## config.mk

```make
export PLATFORM = sky130hd
export DESIGN_NAME = alu_muldiv_seq
export DESIGN_NICKNAME = d
export VERILOG_FILES = /design/src/rtl/muldiv_pkg.sv /design/src/rtl/muldiv_negate.sv /design/src/rtl/alu_muldiv_seq.sv
export SDC_FILE = /design/constraint.sdc
export NUM_CORES = 1
export LEC_CHECK = 0
export BUFFER_PORTS_ARGS = -buffer_cell sky130_fd_sc_hd__buf_4
export CORE_ASPECT_RATIO = 2
export CORE_MARGIN = 5
export CORE_UTILIZATION = 49
export DETAILED_ROUTE_END_ITERATION = 10
export PLACE_DENSITY = 0.7
export REMOVE_ABC_BUFFERS = 1
export SYNTH_ARGS = -nofsm -noshare
export SYNTH_HDL_FRONTEND = slang
export SYNTH_HIERARCHICAL = 1
export SYNTH_SLANG_ARGS = --single-unit
```

## constraint.sdc

```tcl
create_clock -name clk -period 6.42 [get_ports clk]
set_input_delay 1.284 -clock clk [delete_from_list [all_inputs] [get_ports clk]]
set_output_delay 1.284 -clock clk [all_outputs]
set_load 0.005 [all_outputs]
```

## src/rtl/muldiv_pkg.sv

```systemverilog
// Shared constants and state type for the multi-cycle multiply/divide sequencer.
// Imported by the sequencer top and its negate helper.
package muldiv_pkg;

    localparam logic [5:0] ALU_ADD = 6'b000000;
    localparam logic [5:0] ALU_SUB = 6'b000001;

    localparam logic [1:0] OP_MULT  = 2'b00;
    localparam logic [1:0] OP_MULTU = 2'b01;
    localparam logic [1:0] OP_DIV   = 2'b10;
    localparam logic [1:0] OP_DIVU  = 2'b11;

    typedef enum logic [1:0] {
        ST_IDLE,
        ST_ITER,
        ST_FIX,
        ST_DONE
    } st_t;

endpackage

```

## src/rtl/muldiv_negate.sv

```systemverilog
// Width-parameterised conditional two's-complement negate.
// Used for operand magnitudes and final sign correction.
module muldiv_negate #(
    parameter int W = 32
) (
    input  logic         i_en,
    input  logic [W-1:0] i_x,
    output logic [W-1:0] o_y
);

    assign o_y = i_en ? ({W{1'b0}} - i_x) : i_x;

endmodule

```

## src/rtl/alu_muldiv_seq.sv

```systemverilog
// MIPS HI/LO multiply/divide sequencer: one shared-ALU add/subtract per cycle,
// magnitude arithmetic with a final sign fix-up cycle.
module alu_muldiv_seq
    import muldiv_pkg::*;
#(
    parameter int ITER = 32
) (
    input  logic        clk,
    input  logic        reset,
    input  logic        start,
    input  logic [1:0]  op,
    input  logic [31:0] rs,
    input  logic [31:0] rt,
    output logic        busy,
    output logic        done,
    output logic [31:0] hi,
    output logic [31:0] lo,
    output logic [31:0] alu_a,
    output logic [31:0] alu_b,
    output logic [5:0]  alu_fun,
    output logic        alu_sign,
    input  logic [31:0] alu_z
);

    localparam logic [4:0] LAST = 5'(ITER - 1);

    st_t         r_state;
    st_t         w_next;
    logic [4:0]  r_cnt;
    logic        r_is_div;
    logic        r_sa;
    logic        r_sb;
    logic [31:0] r_acc_hi;
    logic [31:0] r_acc_lo;
    logic [31:0] r_d;
    logic [31:0] r_hi;
    logic [31:0] r_lo;

    logic        w_signed;
    logic        w_sa;
    logic        w_sb;
    logic        w_div0;
    logic [31:0] w_abs_rs;
    logic [31:0] w_abs_rt;
    logic [31:0] w_s;
    logic        w_take;
    logic        w_carry;
    logic [63:0] w_prod;
    logic [31:0] w_quo;
    logic [31:0] w_rem;

    assign w_signed = ~op[0];
    assign w_sa     = rs[31] & w_signed;
    assign w_sb     = rt[31] & w_signed;
    assign w_div0   = op[1] & (rt == 32'd0);

    muldiv_negate #(.W(32)) u_mag_a (.i_en(w_sa), .i_x(rs), .o_y(w_abs_rs));
    muldiv_negate #(.W(32)) u_mag_b (.i_en(w_sb), .i_x(rt), .o_y(w_abs_rt));

    muldiv_negate #(.W(64)) u_fix_p (
        .i_en(r_sa ^ r_sb),
        .i_x ({r_acc_hi, r_acc_lo}),
        .o_y (w_prod)
    );
    muldiv_negate #(.W(32)) u_fix_q (.i_en(r_sa ^ r_sb), .i_x(r_acc_lo), .o_y(w_quo));
    muldiv_negate #(.W(32)) u_fix_r (.i_en(r_sa), .i_x(r_acc_hi), .o_y(w_rem));

    // Divide: shifted remainder and the bit that fell off its top
    assign w_s     = {r_acc_hi[30:0], r_acc_lo[31]};
    assign w_take  = r_acc_hi[31] | (w_s >= r_d);
    assign w_carry = alu_z < r_acc_hi;

    always_comb begin
        w_next   = r_state;
        alu_a    = 32'd0;
        alu_b    = 32'd0;
        alu_fun  = ALU_ADD;
        alu_sign = 1'b0;
        unique case (r_state)
            ST_IDLE: begin
                if (start) begin
                    w_next = w_div0 ? ST_DONE : ST_ITER;
                end
            end
            ST_ITER: begin
                alu_a   = r_is_div ? w_s : r_acc_hi;
                alu_b   = r_d;
                alu_fun = r_is_div ? ALU_SUB : ALU_ADD;
                if (r_cnt == LAST) begin
                    w_next = ST_FIX;
                end
            end
            ST_FIX:  w_next = ST_DONE;
            ST_DONE: w_next = ST_IDLE;
            default: w_next = ST_IDLE;
        endcase
    end

    always_ff @(posedge clk or posedge reset) begin
        if (reset) begin
            r_state  <= ST_IDLE;
            r_cnt    <= 5'd0;
            r_is_div <= 1'b0;
            r_sa     <= 1'b0;
            r_sb     <= 1'b0;
            r_acc_hi <= 32'd0;
            r_acc_lo <= 32'd0;
            r_d      <= 32'd0;
            r_hi     <= 32'd0;
            r_lo     <= 32'd0;
        end else begin
            r_state <= w_next;
            unique case (r_state)
                ST_IDLE: begin
                    if (start) begin
                        r_is_div <= op[1];
                        r_sa     <= w_sa;
                        r_sb     <= w_sb;
                        r_cnt    <= 5'd0;
                        r_acc_hi <= 32'd0;
                        r_acc_lo <= w_abs_rs;
                        r_d      <= w_abs_rt;
                        if (w_div0) begin
                            r_hi <= rs;
                            r_lo <= 32'hFFFF_FFFF;
                        end
                    end
                end
                ST_ITER: begin
                    r_cnt <= r_cnt + 5'd1;
                    if (r_is_div) begin
                        r_acc_hi <= w_take ? alu_z : w_s;
                        r_acc_lo <= {r_acc_lo[30:0], w_take};
                    end else if (r_acc_lo[0]) begin
                        {r_acc_hi, r_acc_lo} <= {w_carry, alu_z, r_acc_lo[31:1]};
                    end else begin
                        {r_acc_hi, r_acc_lo} <= {1'b0, r_acc_hi, r_acc_lo[31:1]};
                    end
                end
                ST_FIX: begin
                    if (r_is_div) begin
                        r_hi <= w_rem;
                        r_lo <= w_quo;
                    end else begin
                        {r_hi, r_lo} <= w_prod;
                    end
                end
                default: ;
            endcase
        end
    end

    assign busy = (r_state != ST_IDLE);
    assign done = (r_state == ST_DONE);
    assign hi   = r_hi;
    assign lo   = r_lo;

endmodule

```

* Yosys cells after proc, flatten, opt, wreduce, memory -nomap -nowiden
Index checks and enable logic that the tools add are counted.
** Storage, ports and cells
- Register bits after elaboration :: 170
- Input port bits :: 101
- Output and inout port bits :: 137
** Cells by class
- $add $sub $neg :: 6
- $lt $le $gt $ge :: 2
- Eq/ne operators :: 7
- Multiplexer cells :: 33
- Bitwise logic cells :: 6
- Reduce and logical (&&, ||, !) cells :: 9
** Operators by type and width (count)
- 32-bit 2-to-1 mux :: 20
- 32-bit one-hot mux with 2 select lines :: 4
- 1-bit by 32-bit subtractor with 32-bit output, first input constant :: 4
- 64-bit 2-to-1 mux :: 1
- 1-bit by 64-bit subtractor with 64-bit output, first input constant :: 1
- 32-bit greater-or-equal comparator :: 1
- 32-bit logical NOT :: 1
- 32-bit < comparator :: 1
- 5-bit one-hot mux with 2 select lines :: 1
- 2-bit one-hot mux with 4 select lines :: 1
- 2-bit 2-to-1 mux :: 3
- 2-bit != test, second input constant :: 3
- 2-bit AND reduction :: 3
- 2-bit nonzero test :: 3
- 5-bit by 1-bit adder with 5-bit output, second input constant :: 1
- 5-bit equality test, second input constant :: 1
- 5-bit 2-to-1 mux :: 1
- 2-bit equality test, second input constant :: 2
- 1-bit AND :: 3
- 3-bit AND reduction :: 1
- 2-bit by 1-bit equality test with 1-bit output, second input constant :: 1
- 2-bit logical NOT :: 1
- 1-bit 2-to-1 mux :: 2
- 1-bit inverter :: 1
- 2 further kinds :: 2

* Longest topological paths before layout
Gate-level depths: netlist of run 1.
- Depth after elaboration :: 5
- Mapped depth :: 11

* Hierarchy
Netlist of run 1, hierarchy kept.
** By module, submodules not included
- alu_muldiv_seq :: times used 1, cells an instance 1211, area each 11250.8 sq um, sequential area each 4254.1 sq um
- muldiv_negate (u_fix_q ...) :: times used 4, cells an instance 108, area each 767.0 sq um, sequential area each 0.0 sq um
- muldiv_negate (u_fix_p) :: times used 1, cells an instance 198, area each 1453.9 sq um, sequential area each 0.0 sq um

* Worst setup path after synthesis of run 1
Ideal clock, no wire load.
- Kind :: input port to flip-flop
- Start :: input rs[14]
- End :: register r_acc_lo[30]
- Library setup time :: 0.083 ns
- Arrival time :: 3.175 ns
- Data required time :: 6.337 ns
- Slack :: 3.162 ns
- Cell stages on the path :: 7
- Path through :: or4_4 -> or4_4 -> buf_6 -> or3_1 -> o311ai_1 -> a21oi_1 -> o21ai_0
** Between the ends
- Cells in the longest elaborated chain, start to end :: 4
** RTL lines
- from (decl) :: line alu_muldiv_seq.sv:12 : input logic [31:0] rs,
- 1-bit by 32-bit subtractor with 32-bit output :: line muldiv_negate.sv:11 : assign o_y = i_en ? ({W{1'b0}} - i_x) : i_x;
- 32-bit 2-to-1 mux :: line muldiv_negate.sv:11
- named net w_abs_rs[30] :: line alu_muldiv_seq.sv:43 : logic [31:0] w_abs_rs;
- 32-bit 2-to-1 mux :: line alu_muldiv_seq.sv:115 : if (start) begin
- 32-bit one-hot mux with 2 select lines :: line alu_muldiv_seq.sv:113 : unique case (r_state)
- to (signal assigned) :: line alu_muldiv_seq.sv:121 : r_acc_lo <= w_abs_rs;
- to (signal assigned) :: line alu_muldiv_seq.sv:133 : r_acc_lo <= {r_acc_lo[30:0], w_take};
- to (signal assigned) :: line alu_muldiv_seq.sv:135 : {r_acc_hi, r_acc_lo} <= {w_carry, alu_z, r_acc_lo[31:1]};
- to (decl) :: line alu_muldiv_seq.sv:34 : logic [31:0] r_acc_lo;
The timed path passes the listed nets, and every way through them passes these cells. The select of a mux whose other input is x is not followed.
A chain may end at the register's enable or synchronous reset.

* Final worst setup path of run 1
- Start :: register r_state[1]
- End :: output alu_a[26]
** Between the ends
- Cells in the longest elaborated chain, start to end :: 2
** RTL lines
- from (decl) :: line alu_muldiv_seq.sv:27 : st_t r_state;
- from (signal assigned) :: line alu_muldiv_seq.sv:112 : r_state <= w_next;
- 2-bit by 1-bit equality test with 1-bit output :: line alu_muldiv_seq.sv:79 : unique case (r_state)
- 32-bit 2-to-1 mux :: line alu_muldiv_seq.sv:79
- to (decl) :: line alu_muldiv_seq.sv:18 : output logic [31:0] alu_a,
No other way between the ends.

==> summary.txt, run 1 <==
Outcome
  • Status: finished clean

Worst setup path
  • Critical Path AT: 3.03 ns
  • CP cell instances: inv_1 -> ha_1 -> clkinv_2 -> nor2_1 -> buf_4
  • Crit path launch type: flop
  • Worst Path Buf+Inv: 3
  • Slowest cell on the critical path: clkinv_2
  • Crit end category: output port
  • Crit-path max cell delay: 0.91 ns
  • Critical path class: flop to output port
  • Critical path fanouts, max: 68
  • Top delay family on crit path: buffers and inverters
  • Worst path required time: 5.14 ns

Detailed routing
  • Vias: 14957
  • Via/cell ratio: 6.120
  • Drt wl/cell: 21.36 um
  • Routed Antenna Nets: 0
  • DRC violations left: 0
  • Initial DRC Count: 1037
  • DR pass1 iterations: 6
  • Post-Route WL: 52210 um

Placement
  • Routability cong.: about 1
  • Detailed-placement wirelength estimate: 39470 um
  • Place WS: between 2 and 3 ns
  • Placed inst area: 17750 sq um
  • IO Port Bufs: 231

Synthesis
  • Post-synth cell types: 65
  • Avg Inst Size Synth: 8.567 sq um
  • FFs w/ async S/R, synth: 1.000
  • Synth Register Bits: 170
  • Yosys warning count: 6
  • Synth Flop Type: dfrtp_1
  • Synth Instances: 1841
  • Sequential area share after synthesis: 0.2697
  • EDFF count, synth: 0
  • Cell area after technology mapping: 15770 sq um

Global routing
  • Initial antenna violation count: 1
  • First-pass GRT wire length: 81500 um
  • Largest net degree at the start of global routing: 98
  • Gr usage total: 0.2878
  • Vias in the first global route: 15102
  • Gr ovfl total: 0

Floorplan
  • Initial Util: 0.4929
  • Io pins: 238
  • Core area: 32000 sq um
  • Die W: between 100 and 150 um
  • Num rows: 93
  • Full die area: around 36000 sq um
  • Die Span Y: 263.7 um

Timing
  • Final Hold Fails: 0
  • Setup Skew: 0.01642 ns
  • PnR worst setup slack: between 2 and 2.5 ns
  • Fin crit period: ~4.3 ns
  • Worst-Margin Slew: 1.171 ns
  • Hold_ws: 0.5047 ns
  • Final setup vio count: 0
  • Peak Freq: 231.7 MHz
  • Worst slew margin: 0.2119
  • Fin crit share: 0.6721
  • RSZ-0062 raised after global routing: no
  • Pins Over Slew Limit: 0

Clock tree
  • Number of clock sinks: 170
  • H-tree depth: 4
  • Clock Tree Buf Depth: 2
  • CTS tree: built
  • CTS root buf: clkbuf_16
  • Post-CTS Setup Repair Bufs: 0
  • Cts bufs inserted: 17
  • Cts hold-fix bufs: 0
  • Reg clk slew, reported paths: 0.06 ns
  • Post-CTS Resized: 0
  • Worst skew pair latency: approximately 0.46 ns

Finish
  • Commonest non-fill, non-tap cell in the layout: buf_4
  • Final instance area: 18400 sq um
  • Synthesis-to-finish area growth: 16.66%
  • Nets: 2179
  • Util after Layout: 0.5750
  • Most frequent cells in the layout: buf_4, xnor2_1, nand2_1
  • Layout cells sized above 1: 0.2158

Pwr
  • Peak supply drop: ~0.33 mV
  • PwrDens: approximately 520 nW/um^2
  • Static Leak: 0.007713 uW
  • Total power draw: 9656 uW

Job
  • Max Cap Violations: 0

Min path
  • HP Class: flop to flop
[worst paths after layout]
check | startpoint | end | slack (ns) | cells after the start
min | lo[19] | lo[19] | 0.50 | 1
min in group asynchronous | reset | hi[25] | 0.99 | 2
max in group asynchronous | reset | r_acc_lo[18] | 4.20 | 3
max reg2reg | r_acc_lo[5] | hi[26] | 2.48 | 8
max | r_state[1] | alu_a[26] | 2.10 | 5
min reg2reg | lo[19] | lo[19] | 0.50 | 1
[registers in the layout (all words and copies together), names as in the netlist]
signal and count:
r_state 2, r_sa 1, lo 32, r_is_div 1, r_d 32, r_sb 1, hi 32, r_cnt 5
r_acc_lo 32, r_acc_hi 32
[stage by stage]
step                setup TNS (ns)  std cells
floorplan                   -3.032       1729
global placement                 0       2412
detailed placement               0       2412
CTS                              0       2443
global route                     0       2444
finish                           0       2444
[area by class of cell]
class	instances	area, sq um
fillers	2951	13600
flip-flops and latches	170	4259
clock inverters	13	219.0
clock buffers	18	429.2
diodes	1	2.502
well taps	427	534.3
inverters	94	359.1
repair buffers	256	1922
multi-input cells	1465	10680
[cell families (layout without fill, tap and decap cells)]
logic type,Yosys count,count (layout),share of synthesized area
adders and majority gates,74,74,0.05870
and+or+nand+nor,526,526,0.1658
buffers and inverters,211,381,0.05830
AOI/OAI and AO/OA,420,420,0.1750
xor gates and xnor gates,179,179,0.09940
DFF,170,170,0.2697
muxes,260,260,0.1729
other,1,7,0.0002378
[routing by layer]
metal	wire length (um)	share of wire	global-route usage
met4	4169	0.080	0.2044
met2	27980	0.54	0.5368
met5	0	0	0
met1	17690	0.34	0.2840
met3	2376	0.046	0.03582
[synthesized netlist by cell type, drive strengths merged (2+ instances only)]
master | number | area share
o31ai | 52 | 0.025
or4 | 34 | 0.019
o41ai | 62 | 0.040
nand4b | 5 | 0.0032
a21oi | 90 | 0.029
a22o | 3 | 0.0017
nand2b | 16 | 0.0063
a22oi | 32 | 0.015
mux2 | 99 | 0.071
nand3b | 9 | 0.0043
a31oi | 5 | 0.0029
mux2i | 161 | 0.10
nor4b | 4 | 0.0022
or2 | 8 | 0.0032
buf | 47 | 0.019
xnor2 | 178 | 0.099
a21o | 2 | 0.00095
ha | 74 | 0.059
nand2 | 172 | 0.041
and2 | 3 | 0.0012
or4b | 4 | 0.0025
a211oi | 3 | 0.0014
a221o | 2 | 0.0013
nor4 | 30 | 0.013
and4 | 3 | 0.0017
o32a | 2 | 0.0013
or3 | 21 | 0.0085
nand3 | 11 | 0.0035
and3 | 4 | 0.0016
nor3 | 10 | 0.0035
o21a | 3 | 0.0014
nor2b | 11 | 0.0044
inv | 94 | 0.022
dfrtp | 170 | 0.27
o311ai | 5 | 0.0033
nor2 | 160 | 0.038
nand4 | 19 | 0.0075
clkbuf | 70 | 0.017
o21ai | 152 | 0.048
[power breakdown]
part | internal (uW) | total (uW) | switching, uW
clock network | 695 | 1180 | 485
logic | 2850 | 6150 | 3300
registers | 1520 | 2320 | 799
total | 5070 | 9660 | 4580
Power figures use the tool's default switching activity.
==> inputs of run 2 (changes only) <==
Clock period 6.42 ns to 4 ns, I/O delays scaled along.
==> summary.txt, run 2 (same netlist as run 1, synthesis figures left out) <==
Floorplan
  • Io pins: 238 (unchanged)
  • Core area: 32000 sq um (unchanged)
  • Die W: 136.9 um (unchanged)
  • Full die area: 36100 sq um (unchanged)
  • Num rows: 93 (unchanged)
  • Initial Util: 0.4929 (unchanged)
  • Die Span Y: 263.7 um (unchanged)

Finish
  • Layout cells sized above 1: 0.2268 (was 0.2158)
  • Nets: 2209 (was 2179)
  • Layout Cells excl Fill: 2475 (was 2444)
  • Fillers: 3004 (was 2951)
  • Most frequent cells in the layout: buf_4, xnor2_1, nand2_1 (unchanged)
  • Util after Layout: 0.5837 (was 0.5750)
  • Commonest non-fill, non-tap cell in the layout: buf_4 (unchanged)
  • Final instance area: 18680 sq um (was 18400 sq um)
  • Synthesis-to-finish area growth: 18.42% (was 16.66%)

Worst setup path
  • Crit path launch type: flop (unchanged)
  • Crit end category: output port (unchanged)
  • Crit-path max cell delay: 0.67 ns (was 0.91 ns)
  • Critical path fanouts, max: 38 (was 68)
  • Critical path class: flop to output port (unchanged)
  • Worst Path Buf+Inv: 4 (was 3)
  • Critical Path AT: 2.97 ns (was 3.03 ns)
  • Top delay family on crit path: buffers and inverters (unchanged)
  • Slowest cell on the critical path: clkinv_2 (unchanged)
  • Worst path required time: 3.20 ns (was 5.14 ns)
  • CP cell instances: inv_1 -> ha_1 -> clkinv_2 -> buf_12 -> nor2_1 -> buf_4 (was inv_1 -> ha_1 -> clkinv_2 -> nor2_1 -> buf_4)

Placement
  • Detailed-placement wirelength estimate: 39660 um (was 39470 um)
  • IO Port Bufs: 231 (unchanged)
  • Routability cong.: 0.9769 (was 0.9932)
  • Placed inst area: 18060 sq um (was 17750 sq um)
  • Dpl cells: 2442 (was 2412)

Timing
  • Setup TNS: 0 ns (unchanged)
  • RSZ-0062 raised after global routing: no (unchanged)
  • Setup Skew: 0.01362 ns (was 0.01642 ns)
  • Worst slew margin: 0.3601 (was 0.2119)
  • Peak Freq: about 270 MHz
  • Final Hold Fails: 0 (unchanged)
  • Fin crit share: 0.9414
  • Worst-Margin Slew: 0.9598 ns (was 1.171 ns)
  • Pins Over Slew Limit: 0 (unchanged)
  • Final setup vio count: 0 (unchanged)
  • Fin crit period: 3.766 ns

Pwr
  • Static Leak: 0.007878 uW (was 0.007713 uW)
  • PwrDens: 845.2 nW/um^2 (was 524.8 nW/um^2)
  • Peak supply drop: 0.6662 mV (was 0.3283 mV)

Detailed routing
  • DR pass1 iterations: 5 (was 6)
  • Initial DRC Count: 1016 (was 1037)
  • Routed Antenna Nets: 0 (unchanged)
  • Post-Route WL: 51920 um (was 52210 um)
  • Vias: 15035 (was 14957)
  • Via/cell ratio: 6.075 (was 6.120)
  • Drt wl/cell: 20.98 um (was 21.36 um)
  • DRC violations left: 0 (unchanged)

Global routing
  • Gr usage total: 0.2836 (was 0.2878)
  • Initial antenna violation count: 2 (was 1)
  • Vias in the first global route: 15159 (was 15102)
  • Gr ovfl total: 0 (unchanged)
  • First-pass GRT wire length: 80590 um (was 81500 um)
  • Largest net degree at the start of global routing: 92 (was 98)

Clock tree
  • Post-CTS Setup Repair Bufs: 0 (unchanged)
  • CTS tree: built (unchanged)
  • Reg clk slew, reported paths: 0.07 ns (was 0.06 ns)
  • Worst skew pair latency: 0.46 ns (about the same)
  • Number of clock sinks: 170 (unchanged)
  • Clock Tree Buf Depth: 2 (unchanged)
  • Post-CTS Resized: 0 (unchanged)
  • H-tree depth: 4 (unchanged)
  • Cts hold-fix bufs: 0 (unchanged)
  • Cts bufs inserted: 17 (unchanged)
  • CTS root buf: clkbuf_16 (unchanged)

Outcome
  • Status: finished clean (unchanged)

Job
  • Max Cap Violations: 0 (unchanged)

Min path
  • HP Class: primary input to asynchronous set/reset pin (was flop to flop)
## run 2: worst paths after layout
path / from / endpoint / slack [ns] / cells after the start
min in group clk: lo[17] / lo[17] / 0.51 / 1
worst min-delay path: reset / hi[18] / 0.48 / 2
worst max register to register: r_acc_lo[5] / hi[22] / 0.48 / 10
worst max-delay path: r_state[1] / alu_a[26] / 0.23 / 6
worst min register to register: lo[17] / lo[17] / 0.51 / 1
max in group asynchronous: reset / r_is_div / 2.69 / 2
## run 2: power by group
| part | internal [uW] | total (uW) | switching, uW | leakage, uW |
|---|---|---|---|---|
| sequential | 2450 | 3500 | 1050 | 0.00202 |
| combinational | 4790 | 10500 | 5700 | 0.00556 |
| clock | 1050 | 1790 | 740 | 0.000291 |
| total | 8290 | 15800 | 7490 | 0.00788 |
## run 2: final cells by class
class	count	area (sq um)	share of cell area
multi-input combinational	1465	10670	0.5712
antenna	2	5.005	0.0002680
tap	427	534.3	0.02860
clock inverter	12	173.9	0.009311
timing repair buffer	286	2235	0.1196
sequential	170	4259	0.2280
clock buffer	19	442.9	0.02371
inverter	94	359.1	0.01923
## run 2: through the flow
| stage | setup WS, ns | power [uW] | hold slack, ns |
|---|---|---|---|
| detailed placement | 0.6180 | 13900 | 0.4940 |
| global placement | 0.6336 | 13660 | 0.4883 |
| floorplan | -2.567 | 10710 | 0.4780 |
| CTS | 0.2183 | 15750 | 0.5094 |
| finish | 0.2343 | 15790 | 0.4822 |
| global route | 0.08955 | 16950 | 0.5177 |
## run 2: worst reg2reg max path: cells and delay by family (launching register included)
family | cells | cell delay, ns
buffers and inverters | 2 | 0.40
AND/OR/NAND/NOR | 3 | 1.18
flip-flops | 1 | 0.50
AO/OA/AOI/OAI | 2 | 0.61
multiplexers | 2 | 0.60
XOR/XNOR | 1 | 0.12
## run 2: per-layer routing
layer | up-vias | share of wire | global-route usage
li1 | 7049 | - | -
met1 | 7178 | 0.34 | 0.2809
met2 | 606 | 0.53 | 0.5170
met3 | 202 | 0.047 | 0.03639
met4 | 0 | 0.083 | 0.2219
met5 | - | 0 | 0
